$ cat src/rtl/mem_arb_pkg.sv
// Shared types for the instruction/data memory port arbiter.
// Optional perf counters are enabled with `define MEM_ARB_PERF_EN.
package mem_arb_pkg;

    typedef enum logic [1:0] {
        IDLE,
        BUSY,
        RESP
    } state_t;

    typedef enum logic {
        GNT_INSTR,
        GNT_DATA
    } grant_t;

    localparam int ADDR_W_DEF = 32;
    localparam int DATA_W_DEF = 32;

    // Alternate on a tie; a lone requester always wins.
    function automatic grant_t pick_grant(
        input logic   instr_pend,
        input logic   data_pend,
        input grant_t last
    );
        if (instr_pend && data_pend) begin
            return (last == GNT_INSTR) ? GNT_DATA : GNT_INSTR;
        end else if (data_pend) begin
            return GNT_DATA;
        end
        return GNT_INSTR;
    endfunction

endpackage

$ cat src/rtl/mem_port_arbiter_if.sv
// CPU-side and memory-side signals of the shared memory port.
// slave = arbiter view, master = CPU plus memory view.
interface mem_port_arbiter_if
    import mem_arb_pkg::*;
#(
    parameter int ADDR_W = ADDR_W_DEF,
    parameter int DATA_W = DATA_W_DEF
);
    logic              instr_read;
    logic [ADDR_W-1:0] instr_addr;
    logic [DATA_W-1:0] instr_out;
    logic              instr_valid;
    logic              data_read;
    logic              data_write;
    logic [ADDR_W-1:0] data_addr;
    logic [DATA_W-1:0] data_in;
    logic [DATA_W-1:0] data_out;
    logic              data_valid;
    logic              bus_err;
    logic              mem_req;
    logic              mem_we;
    logic [ADDR_W-1:0] mem_addr;
    logic [DATA_W-1:0] mem_wdata;
    logic [DATA_W-1:0] mem_rdata;
    logic              mem_ack;

    modport slave (
        input  instr_read, instr_addr,
        input  data_read, data_write, data_addr, data_in,
        input  mem_rdata, mem_ack,
        output instr_out, instr_valid,
        output data_out, data_valid, bus_err,
        output mem_req, mem_we, mem_addr, mem_wdata
    );

    modport master (
        output instr_read, instr_addr,
        output data_read, data_write, data_addr, data_in,
        output mem_rdata, mem_ack,
        input  instr_out, instr_valid,
        input  data_out, data_valid, bus_err,
        input  mem_req, mem_we, mem_addr, mem_wdata
    );

endinterface

$ cat src/rtl/mem_arb_perf_cnt.sv
// Saturating grant and wait-cycle counters for the memory port arbiter.
// Only instantiated when MEM_ARB_PERF_EN is defined.
module mem_arb_perf_cnt (
    input  logic        clk,
    input  logic        rst,
    input  logic        inc_instr_i,
    input  logic        inc_data_i,
    input  logic        inc_wait_i,
    output logic [31:0] instr_cnt_o,
    output logic [31:0] data_cnt_o,
    output logic [31:0] wait_cnt_o
);
    logic [31:0] instr_q;
    logic [31:0] data_q;
    logic [31:0] wait_q;

    function automatic logic [31:0] sat_inc(input logic [31:0] v);
        return (v == 32'hFFFF_FFFF) ? v : v + 32'd1;
    endfunction

    // Each counter sticks at all-ones instead of wrapping.
    always_ff @(posedge clk) begin
        if (rst) begin
            instr_q <= '0;
            data_q  <= '0;
            wait_q  <= '0;
        end else begin
            if (inc_instr_i) instr_q <= sat_inc(instr_q);
            if (inc_data_i)  data_q  <= sat_inc(data_q);
            if (inc_wait_i)  wait_q  <= sat_inc(wait_q);
        end
    end

    assign instr_cnt_o = instr_q;
    assign data_cnt_o  = data_q;
    assign wait_cnt_o  = wait_q;

endmodule

$ cat src/rtl/mem_port_arbiter.sv
// Shares one variable-latency memory port between fetch and data ports,
// with fair alternation and a bus-error timeout. Perf: MEM_ARB_PERF_EN.
module mem_port_arbiter
    import mem_arb_pkg::*;
#(
    parameter int ADDR_W      = ADDR_W_DEF,
    parameter int DATA_W      = DATA_W_DEF,
    parameter int TIMEOUT_CYC = 64
) (
    input  logic clk,
    input  logic rst,
    mem_port_arbiter_if.slave bus
`ifdef MEM_ARB_PERF_EN
    ,
    output logic [31:0] perf_instr_cnt,
    output logic [31:0] perf_data_cnt,
    output logic [31:0] perf_wait_cnt
`endif
);
    localparam int TW = $clog2(TIMEOUT_CYC);
    localparam logic [TW-1:0] TMO_LAST = TW'(TIMEOUT_CYC - 1);

    state_t            state_q;
    grant_t            gnt_q;
    grant_t            last_q;
    grant_t            gnt_d;
    logic              mem_req_q;
    logic              mem_we_q;
    logic [ADDR_W-1:0] mem_addr_q;
    logic [DATA_W-1:0] mem_wdata_q;
    logic [DATA_W-1:0] instr_out_q;
    logic [DATA_W-1:0] data_out_q;
    logic              instr_valid_q;
    logic              data_valid_q;
    logic              bus_err_q;
    logic [TW-1:0]     tmo_q;
    logic              instr_pend;
    logic              data_pend;
    logic              any_pend;

    assign instr_pend = bus.instr_read;
    assign data_pend  = bus.data_read | bus.data_write;
    assign any_pend   = instr_pend | data_pend;
    assign gnt_d      = pick_grant(instr_pend, data_pend, last_q);

    // Grant FSM: IDLE latches a request, BUSY waits for ack or timeout,
    // RESP presents the one-cycle completion pulse.
    always_ff @(posedge clk) begin
        if (rst) begin
            state_q       <= IDLE;
            gnt_q         <= GNT_INSTR;
            last_q        <= GNT_INSTR;
            mem_req_q     <= 1'b0;
            mem_we_q      <= 1'b0;
            mem_addr_q    <= '0;
            mem_wdata_q   <= '0;
            instr_out_q   <= '0;
            data_out_q    <= '0;
            instr_valid_q <= 1'b0;
            data_valid_q  <= 1'b0;
            bus_err_q     <= 1'b0;
            tmo_q         <= '0;
        end else begin
            instr_valid_q <= 1'b0;
            data_valid_q  <= 1'b0;
            bus_err_q     <= 1'b0;
            unique case (state_q)
                IDLE: begin
                    if (any_pend) begin
                        gnt_q     <= gnt_d;
                        last_q    <= gnt_d;
                        mem_req_q <= 1'b1;
                        tmo_q     <= '0;
                        state_q   <= BUSY;
                        if (gnt_d == GNT_DATA) begin
                            mem_addr_q  <= bus.data_addr;
                            mem_we_q    <= bus.data_write;
                            mem_wdata_q <= bus.data_in;
                        end else begin
                            mem_addr_q  <= bus.instr_addr;
                            mem_we_q    <= 1'b0;
                            mem_wdata_q <= '0;
                        end
                    end
                end
                BUSY: begin
                    if (bus.mem_ack) begin
                        mem_req_q <= 1'b0;
                        state_q   <= RESP;
                        if (gnt_q == GNT_INSTR) begin
                            instr_out_q   <= bus.mem_rdata;
                            instr_valid_q <= 1'b1;
                        end else begin
                            data_valid_q <= 1'b1;
                            if (!mem_we_q) data_out_q <= bus.mem_rdata;
                        end
                    end else if (tmo_q == TMO_LAST) begin
                        mem_req_q <= 1'b0;
                        bus_err_q <= 1'b1;
                        tmo_q     <= '0;
                        state_q   <= RESP;
                        if (gnt_q == GNT_INSTR) begin
                            instr_out_q   <= '0;
                            instr_valid_q <= 1'b1;
                        end else begin
                            data_valid_q <= 1'b1;
                            if (!mem_we_q) data_out_q <= '0;
                        end
                    end else begin
                        tmo_q <= tmo_q + 1'b1;
                    end
                end
                RESP: begin
                    state_q <= IDLE;
                end
                default: begin
                    state_q <= IDLE;
                end
            endcase
        end
    end

    assign bus.mem_req     = mem_req_q;
    assign bus.mem_we      = mem_we_q;
    assign bus.mem_addr    = mem_addr_q;
    assign bus.mem_wdata   = mem_wdata_q;
    assign bus.instr_out   = instr_out_q;
    assign bus.instr_valid = instr_valid_q;
    assign bus.data_out    = data_out_q;
    assign bus.data_valid  = data_valid_q;
    assign bus.bus_err     = bus_err_q;

`ifdef MEM_ARB_PERF_EN
    logic inc_i;
    logic inc_d;
    logic wait_i;
    logic wait_d;

    assign inc_i  = (state_q == IDLE) && any_pend && (gnt_d == GNT_INSTR);
    assign inc_d  = (state_q == IDLE) && any_pend && (gnt_d == GNT_DATA);
    assign wait_i = instr_pend && !inc_i &&
                    !((state_q != IDLE) && (gnt_q == GNT_INSTR));
    assign wait_d = data_pend && !inc_d &&
                    !((state_q != IDLE) && (gnt_q == GNT_DATA));

    mem_arb_perf_cnt u_perf (
        .clk         (clk),
        .rst         (rst),
        .inc_instr_i (inc_i),
        .inc_data_i  (inc_d),
        .inc_wait_i  (wait_i | wait_d),
        .instr_cnt_o (perf_instr_cnt),
        .data_cnt_o  (perf_data_cnt),
        .wait_cnt_o  (perf_wait_cnt)
    );
`endif

endmodule
$ cat src/flat_wrapper.sv
// flat-port wrapper written by rule: the top's interface ports become plain ports
module mem_port_arbiter_flat import mem_arb_pkg::*;
#(
    parameter int ADDR_W      = ADDR_W_DEF,
    parameter int DATA_W      = DATA_W_DEF,
    parameter int TIMEOUT_CYC = 64
)
  (clk, rst, bus_instr_read, bus_instr_addr, bus_data_read, bus_data_write, bus_data_addr, bus_data_in, bus_mem_rdata, bus_mem_ack, bus_instr_out, bus_instr_valid, bus_data_out, bus_data_valid, bus_bus_err, bus_mem_req, bus_mem_we, bus_mem_addr, bus_mem_wdata);
  mem_port_arbiter_if #(.ADDR_W(ADDR_W), .DATA_W(DATA_W)) bus_i ();
  input  logic clk;
  input  logic rst;
  input wire logic [$bits(bus_i.instr_read)-1:0] bus_instr_read;
  input wire logic [$bits(bus_i.instr_addr)-1:0] bus_instr_addr;
  input wire logic [$bits(bus_i.data_read)-1:0] bus_data_read;
  input wire logic [$bits(bus_i.data_write)-1:0] bus_data_write;
  input wire logic [$bits(bus_i.data_addr)-1:0] bus_data_addr;
  input wire logic [$bits(bus_i.data_in)-1:0] bus_data_in;
  input wire logic [$bits(bus_i.mem_rdata)-1:0] bus_mem_rdata;
  input wire logic [$bits(bus_i.mem_ack)-1:0] bus_mem_ack;
  output wire logic [$bits(bus_i.instr_out)-1:0] bus_instr_out;
  output wire logic [$bits(bus_i.instr_valid)-1:0] bus_instr_valid;
  output wire logic [$bits(bus_i.data_out)-1:0] bus_data_out;
  output wire logic [$bits(bus_i.data_valid)-1:0] bus_data_valid;
  output wire logic [$bits(bus_i.bus_err)-1:0] bus_bus_err;
  output wire logic [$bits(bus_i.mem_req)-1:0] bus_mem_req;
  output wire logic [$bits(bus_i.mem_we)-1:0] bus_mem_we;
  output wire logic [$bits(bus_i.mem_addr)-1:0] bus_mem_addr;
  output wire logic [$bits(bus_i.mem_wdata)-1:0] bus_mem_wdata;
  assign bus_i.instr_read = bus_instr_read;
  assign bus_i.instr_addr = bus_instr_addr;
  assign bus_i.data_read = bus_data_read;
  assign bus_i.data_write = bus_data_write;
  assign bus_i.data_addr = bus_data_addr;
  assign bus_i.data_in = bus_data_in;
  assign bus_i.mem_rdata = bus_mem_rdata;
  assign bus_i.mem_ack = bus_mem_ack;
  assign bus_instr_out = bus_i.instr_out;
  assign bus_instr_valid = bus_i.instr_valid;
  assign bus_data_out = bus_i.data_out;
  assign bus_data_valid = bus_i.data_valid;
  assign bus_bus_err = bus_i.bus_err;
  assign bus_mem_req = bus_i.mem_req;
  assign bus_mem_we = bus_i.mem_we;
  assign bus_mem_addr = bus_i.mem_addr;
  assign bus_mem_wdata = bus_i.mem_wdata;
  mem_port_arbiter #(.ADDR_W(ADDR_W), .DATA_W(DATA_W), .TIMEOUT_CYC(TIMEOUT_CYC)) u_core (.clk(clk), .rst(rst), .bus(bus_i));
endmodule
$ cat config.mk
export PLATFORM = sky130hd
export DESIGN_NAME = mem_port_arbiter_flat
export DESIGN_NICKNAME = d
export VERILOG_FILES = /design/src/rtl/mem_arb_pkg.sv /design/src/rtl/mem_port_arbiter_if.sv /design/src/rtl/mem_arb_perf_cnt.sv /design/src/rtl/mem_port_arbiter.sv /design/src/flat_wrapper.sv
export SDC_FILE = /design/constraint.sdc
export NUM_CORES = 1
export LEC_CHECK = 0
export ABC_CLOCK_PERIOD_IN_PS = 2500
export CORE_MARGIN = 2
export CORE_UTILIZATION = 30
export CTS_BUF_LIST = sky130_fd_sc_hd__clkbuf_4 sky130_fd_sc_hd__clkbuf_8
export DETAILED_ROUTE_END_ITERATION = 6
export RECOVER_POWER = 100
export SETUP_SLACK_MARGIN = 0.1
export SYNTH_ARGS = -nofsm -noshare
export SYNTH_HDL_FRONTEND = slang
export SYNTH_SLANG_ARGS = --single-unit
export TNS_END_PERCENT = 30
$ cat constraint.sdc
create_clock -name clk -period 2.5 [get_ports clk]
set_clock_uncertainty 0.1 [all_clocks]
set_input_delay 0.5 -clock clk [delete_from_list [all_inputs] [get_ports clk]]
set_output_delay 0.5 -clock clk [all_outputs]
set_load 0.05 [all_outputs]
==> results of run 1 <==
cell usage after synthesis, types with 4 or more instances:
master / n
a21oi_1: 35
clkbuf_1: 18
xor2_1: 5
nor3_1: 4
nand2_1: 35
dfxtp_1: 142
mux2i_1: 32
a211oi_1: 33
buf_2: 20
a22o_1: 65
buf_4: 4
o21ai_0: 32
nor2_1: 40
final timing paths:
kind	to	from	slack [ns]
max	bus_mem_we	u_core.bus.mem_we	0.21
min	u_core.bus.instr_out[12]	u_core.bus.instr_out[12]	0.37
max reg2reg	u_core.bus.instr_out[27]	u_core.state_q[0]	0.44
min reg2reg	u_core.bus.instr_out[12]	u_core.bus.instr_out[12]	0.37
metal layers:
layer	wire, microns	vias to the layer above	share of wire [%]
met2	7860	172	51
met5	0	-	0
met3	1090	18	7.1
li1	-	2313	-
met1	6170	2240	40
met4	229	0	1.5
layout make-up:
type	count	share of cell area [%]
well taps	220	3.28
inverters	2	0.0896
clock inverters	11	1.64
repair buffers	278	33.1
multi-input cells	307	24.5
clock buffers	21	3.45
flip-flops and latches	142	33.9
stage by stage:
step	total power, mW	area (sq um)	util, %	setup WS, ns	cells
final	5.90	8380	50.6	0.211	981
after global routing	6.17	8380	50.6	0.0942	981
after floorplan	3.45	5100	-	0.856	493
after global placement	4.08	8020	48.3	0.295	949
after detailed placement	4.10	8020	48.3	0.212	949
after CTS	6.05	8440	50.9	0.202	981
power by group:
| group | total, mW | switching [mW] | internal (mW) | leakage, nW |
|---|---|---|---|---|
| clock network | 1.94 | 0.857 | 1.09 | 0.225 |
| logic | 1.45 | 0.896 | 0.549 | 2.21 |
| registers | 2.51 | 0.0902 | 2.42 | 1.16 |
| total | 5.90 | 1.84 | 4.06 | 3.59 |
kinds of logic after synthesis:
logic type | Yosys count | share of synthesized area [%]
adders and majority gates | 1 | 0.245
DFF | 142 | 55.8
xor gates and xnor gates | 5 | 0.859
AOI/OAI and AO/OA | 172 | 24.0
and+or+nand+nor | 97 | 8.79
muxes | 32 | 6.29
buffers and inverters | 44 | 4.03
flip-flops by register name, indices dropped and copies added, names as in the netlist:
signal and count:
u_core.bus.data_out 32, u_core.bus.instr_out 32, u_core.bus.mem_addr 32, u_core.bus.mem_wdata 32, u_core.tmo_q 6, u_core.state_q 2, u_core.bus.bus_err 1, u_core.bus.data_valid 1
u_core.bus.instr_valid 1, u_core.bus.mem_req 1, u_core.bus.mem_we 1, u_core.gnt_q 1
==> run summary, run 1 <==
Outcome - finished, final reports clean
PwrDens - 704 nW/um^2
Library cells used by synthesis - 34
WL final - 15.4 mm
Clk Latency, worst-skew pair - 0.43 ns
Syn Area/Cell - 10.3 sq um
P_leak - 3.59 nW
Crit Path Class - reg2out
H-tree depth - 4
Initial antenna violation count - 0
Commonest non-fill, non-tap cell in the layout - dfxtp_1
DRT iter0 DRCs - 194
Antenna diodes - 0
RSZ-0062 raised after global routing - false
Drt via density - 4.83
Num rows - 47
Critical path required time - 1.90 ns
Final setup viols - 0
Synth area leader - dfxtp_1
DP HPWL - 11.5 mm
Clock sink count - 142
Setup Total Neg Slack - 0 ns
Crit-path max cell delay - 0.91 ns
Ports - 267
Die area - 18000 sq um
Crit-path leading delay family - buffers and inverters
Overall routing resource usage - 17.0%
Layout area overhead - 64.5%
PortBufs - 266
Min cycle time layout - 2.29 ns
Crit. path cell count - 1
Critical Path Slowest Stage Cell - dlygate4sd3_1
Grt total ovfl - 0
CP bufs+invs - 1
GR peak layer - met2
Die width - 134 microns
Yosys reg bits - 142
Met3 usage - 5.67%
Slew headroom - 52.4%
Warnings from Yosys - 0
Starting Density - 30.7%
R2R depth - 4
Buffer count from post-CTS setup fixing - 0
VDD IR max - 0.390 mV
Sequential area share after synthesis - 55.8%
Worst setup SP type - flop
Worst Path Max Fanout - 3
Tightest Hold Check Type - reg2reg
DRT Pass-1 Iters - 4
Die H - 134 microns
F_max - 0.437 GHz
Max cap viols - 0
Fin crit share - 91.6%
Post-route ant nets - 0
Register area - 2840 sq um
Wire per inst - 15.6 microns
Layout cells sized above 1 - 6.70%
Final Net Count - 883
Critical Path AT - 1.69 ns
Cts hold-fix bufs - 0
Vias in the first global route - 4709
Hold slack final - 0.372 ns
DRC - 0
Num CTS Buffers - 17
GR met2 Demand/Resource - 29.6%
Global-route wire length before repair - 24.3 mm
Hold path depth - 1
Number of synthesized flops with an enable pin - 0
Area share of the largest cell type after synthesis - 55.8%
Synth top area cells - dfxtp_1 56%, a22o_1 11%, mux2i_1 6.3%
Reg clk slew, reported paths - 0.08 ns
Multi-input gate area - 2050 sq um
Clock root cell - clkbuf_8
Final hold vios - 0
DR vias - 4743
Max Transition Viols Final - 0
Grt met1 use - 19.3%
Number of fill cells - 1504
CTS tree - done
Most common flop cell mapped by yosys - dfxtp_1
Post-CTS sizing - 0
Pin count of the biggest net entering global routing - 65
Slew at the pin with the worst max-slew slack - 0.714 ns
Syn Std Cell Area - 5100 sq um
Synth async-reset ratio - 0%
Most frequent cells in the layout - 142 x dfxtp_1, 135 x dlygate4sd3_1, 130 x clkdlybuf4s50_1
Worst setup EP type - output port
Synthesized Nets - 628
Clock Path Buffers - 2
Post-synthesis instance total - 493
Critical-path cell list - dlygate4sd3_1
Core region area - 16600 sq um
Routability congestion estimate - 0.807
(Power assumes the default switching activity.)
==> run 2, diff against run 1 <==
- CTS_CLUSTER_SIZE: not set -> 20
==> results of run 2 <==
Same layout as run 1: the final DEF is identical, and so are final timing and power.
==> run 3, diff against run 2 <==
- ABC_AREA: not set -> 1
- ABC_CLOCK_PERIOD_IN_PS: 2500 -> 2400
- clock period: 2.5 -> 2.4 ns (I/O delays scaled with it)
==> run summary, run 3 <==
Syn Area/Cell - 6.91 sq um (-33%)
Crit-path leading delay family - buffers and inverters
PnR worst setup slack - 0.130 ns (-0.0809 ns)
VDD IR max - 0.377 mV (-3.3%)
DRT Pass-1 Iters - 5 (+1)
Die width - 141 microns (+5.0%)
Die H - 141 microns (+5.0%)
Critical Path AT - 1.69 ns (about the same)
Number of synthesized flops with an enable pin - 0 (unchanged)
Synth area leader - dfxtp_1
Post-route ant nets - 0 (unchanged)
PortBufs - 266 (unchanged)
Post-synth top cells - 380 x nand2_1, 142 x dfxtp_1, 78 x inv_1, 69 x a21oi_1, 37 x nand3_1
Register area - 2840 sq um (unchanged)
GR peak layer - met2
Min cycle time layout - 2.27 ns
Critical-path cell list - dlygate4sd3_1
Sw frac - 33.3% (+2.0 points)
Commonest non-fill, non-tap cell in the layout - nand2_1
DP HPWL - 12.2 mm (+6.4%)
Syn Std Cell Area - 5630 sq um (+10%)
Slew headroom - 49.3% (-3.0 points)
Worst Path Max Fanout - 2 (-1)
Starting Density - 30.3% (-0.43 points)
Grt total ovfl - 0 (unchanged)
CP bufs+invs - 1 (unchanged)
Tightest Hold Check Type - in2reg
CTS tree - done
Num CTS Buffers - 17 (unchanged)
Worst setup SP type - flop
Drt via density - 4.37 (-9.6%)
Warnings from Yosys - 0 (unchanged)
H-tree depth - 4 (unchanged)
Ports - 267 (unchanged)
Post-synthesis instance total - 815 (+65%)
Clock sink count - 142 (unchanged)
Final setup viols - 0 (unchanged)
Int Pwr - 4.38 mW (+8.1%)
DRT iter0 DRCs - 250 (+29%)
Pin count of the biggest net entering global routing - 39 (-40%)
Clock Path Buffers - 2 (unchanged)
DRC - 0 (unchanged)
Grt met1 use - 21.7% (+2.3 points)
Total power - 6.57 mW (+11%)
Initial antenna violation count - 0 (unchanged)
Dpl cell area - 8530 sq um (+6.4%)
Wire per inst - 13.3 microns (-15%)
Crit-path max cell delay - 0.90 ns (about the same)
Synth top area cells - dfxtp_1 50%, nand2_1 25%, a21oi_1 6.1%
Reg clk slew, reported paths - 0.08 ns (about the same)
Library cells used by synthesis - 23 (-32%)
Most common flop cell mapped by yosys - dfxtp_1
RSZ-0062 raised after global routing - false
Area share of the largest cell type after synthesis - 50.5% (-5.3 points)
Crit Path Class - reg2out
Buffer count from post-CTS setup fixing - 0 (unchanged)
Max cap viols - 0 (unchanged)
P_leak - 4.28 nW (+19%)
Sequential Power Share - 39.9% (-2.7 points)
GR met2 Demand/Resource - 27.7% (-1.9 points)
Core region area - 18600 sq um (+12%)
Global-route wire length before repair - 27.5 mm (+13%)
Sequential area share after synthesis - 50.5% (-5.3 points)
Hold slack final - 0.269 ns (-0.103 ns)
F_max - 0.440 GHz
Clock root cell - clkbuf_8
Number of fill cells - 1894 (+26%)
Antenna diodes - 0 (unchanged)
Synth async-reset ratio - 0% (unchanged)
Vias in the first global route - 5368 (+14%)
Most frequent cells in the layout - 381 x nand2_1, 142 x dfxtp_1, 135 x clkdlybuf4s50_1
Layout cells sized above 1 - 5.08% (-1.6 points)
Die area - 19900 sq um (+10%)
Synthesized Nets - 950 (+51%)
Final Instance Area - 8960 sq um (+6.9%)
Post-Place Worst Slack - 0.312 ns (+0.100 ns)
Proportion of power drawn by combinational gates - 25.5% (+1.0 points)
Met3 usage - 7.54% (+1.9 points)
Final hold vios - 0 (unchanged)
Worst setup EP type - output port
Top-count cell post-synth - nand2_1
PwrDens - 733 nW/um^2 (+4.2%)
Critical path required time - 1.82 ns (-0.08 ns)
Placed cells - 1284 (+35%)
Final Net Count - 1204 (+36%)
Slew at the pin with the worst max-slew slack - 0.760 ns (+0.0455 ns)
Outcome - finished, final reports clean
Net switching power - 2.19 mW (+19%)
Num rows - 50 (+6.4%)
DR vias - 5754 (+21%)
Overall routing resource usage - 17.5% (+0.44 points)
Critical Path Slowest Stage Cell - dlygate4sd3_1
Setup Total Neg Slack - 0 ns (unchanged)
Final Util - 48.2% (-2.3 points)
Layout area overhead - 59.1%
Non-Filler Instances - 1316 (+34%)
Clk Latency, worst-skew pair - 0.43 ns (about the same)
Max Transition Viols Final - 0 (unchanged)
Multi-input gate area - 2260 sq um (+10%)
Fin crit share - 94.6%
WL final - 17.5 mm (+14%)
Yosys reg bits - 142 (unchanged)
Clk pwr share - 34.7% (+1.8 points)
Routability congestion estimate - 0.776 (-3.8%)
run 3: changes by cell type after synthesis, moves of 33 or more:
| cell | before | now |
|---|---|---|
| nand2_1 | 35 | 380 |
| a21oi_1 | 35 | 69 |
| nand3_1 | 2 | 37 |
| a22o_1 | 65 | 0 |
| inv_1 | 2 | 78 |
| a211oi_1 | 33 | 0 |
run 3: area by class of cell:
cell class / count / area share, %
well taps: 234 / 3.27
clock inverters: 14 / 2.57
inverters: 82 / 3.44
clock buffers: 18 / 2.77
multi-input cells: 544 / 25.2
repair buffers: 282 / 31.0
flip-flops and latches: 142 / 31.7
run 3: final timing paths:
| path | startpoint | end | slack, ns | cells after the start |
|---|---|---|---|---|
| worst max-delay path | u_core.bus.mem_addr[11] | bus_mem_addr[11] | 0.13 | 1 |
| worst min register to register | u_core.bus.mem_addr[20] | u_core.bus.mem_addr[20] | 0.35 | 2 |
| worst max register to register | u_core.tmo_q[0] | u_core.bus.instr_out[6] | 0.39 | 9 |
| worst min-delay path | rst | u_core.state_q[1] | 0.27 | 2 |
run 3: repair_timing:
action | 4_1_cts | 5_1_grt
hold buffers | 0 | 0
resized for setup | 1 | 0
setup endpoints to repair | 1 | 0
run 3: worst register-to-register path, delay by kind of cell (launching register included):
family / cells / cell delay [ns]
flops: 1 / 0.33
simple gates: 5 / 0.50
fa+ha+maj: 1 / 0.21
buf+inv: 2 / 0.64
compound gates: 1 / 0.16
run 3: kinds of logic (layout without fill, tap and decap cells):
| family | Yosys count | after routing | share of synthesized area, % |
|---|---|---|---|
| AOI/OAI and AO/OA | 108 | 108 | 9.67 |
| adders and majority gates | 1 | 1 | 0.222 |
| buffers and inverters | 129 | 396 | 9.42 |
| DFF | 142 | 142 | 50.5 |
| and+or+nand+nor | 435 | 435 | 30.2 |
run 3: layer usage:
metal  share of wire, %  wire [microns]
met1                 45            7800
met2                 45            7810
met3                9.7            1700
met4               0.93             163
met5                  0               0
run 3: power by group through the flow:
| stage | combinational (mW) | clock [mW] | sequential, mW |
|---|---|---|---|
| floorplan | 0.463 | 0 | 3.26 |
| global placement | 1.77 | 0 | 2.68 |
| detailed placement | 1.77 | 0 | 2.68 |
| CTS | 1.77 | 2.35 | 2.63 |
| global route | 1.79 | 2.46 | 2.65 |
| finish | 1.67 | 2.28 | 2.62 |
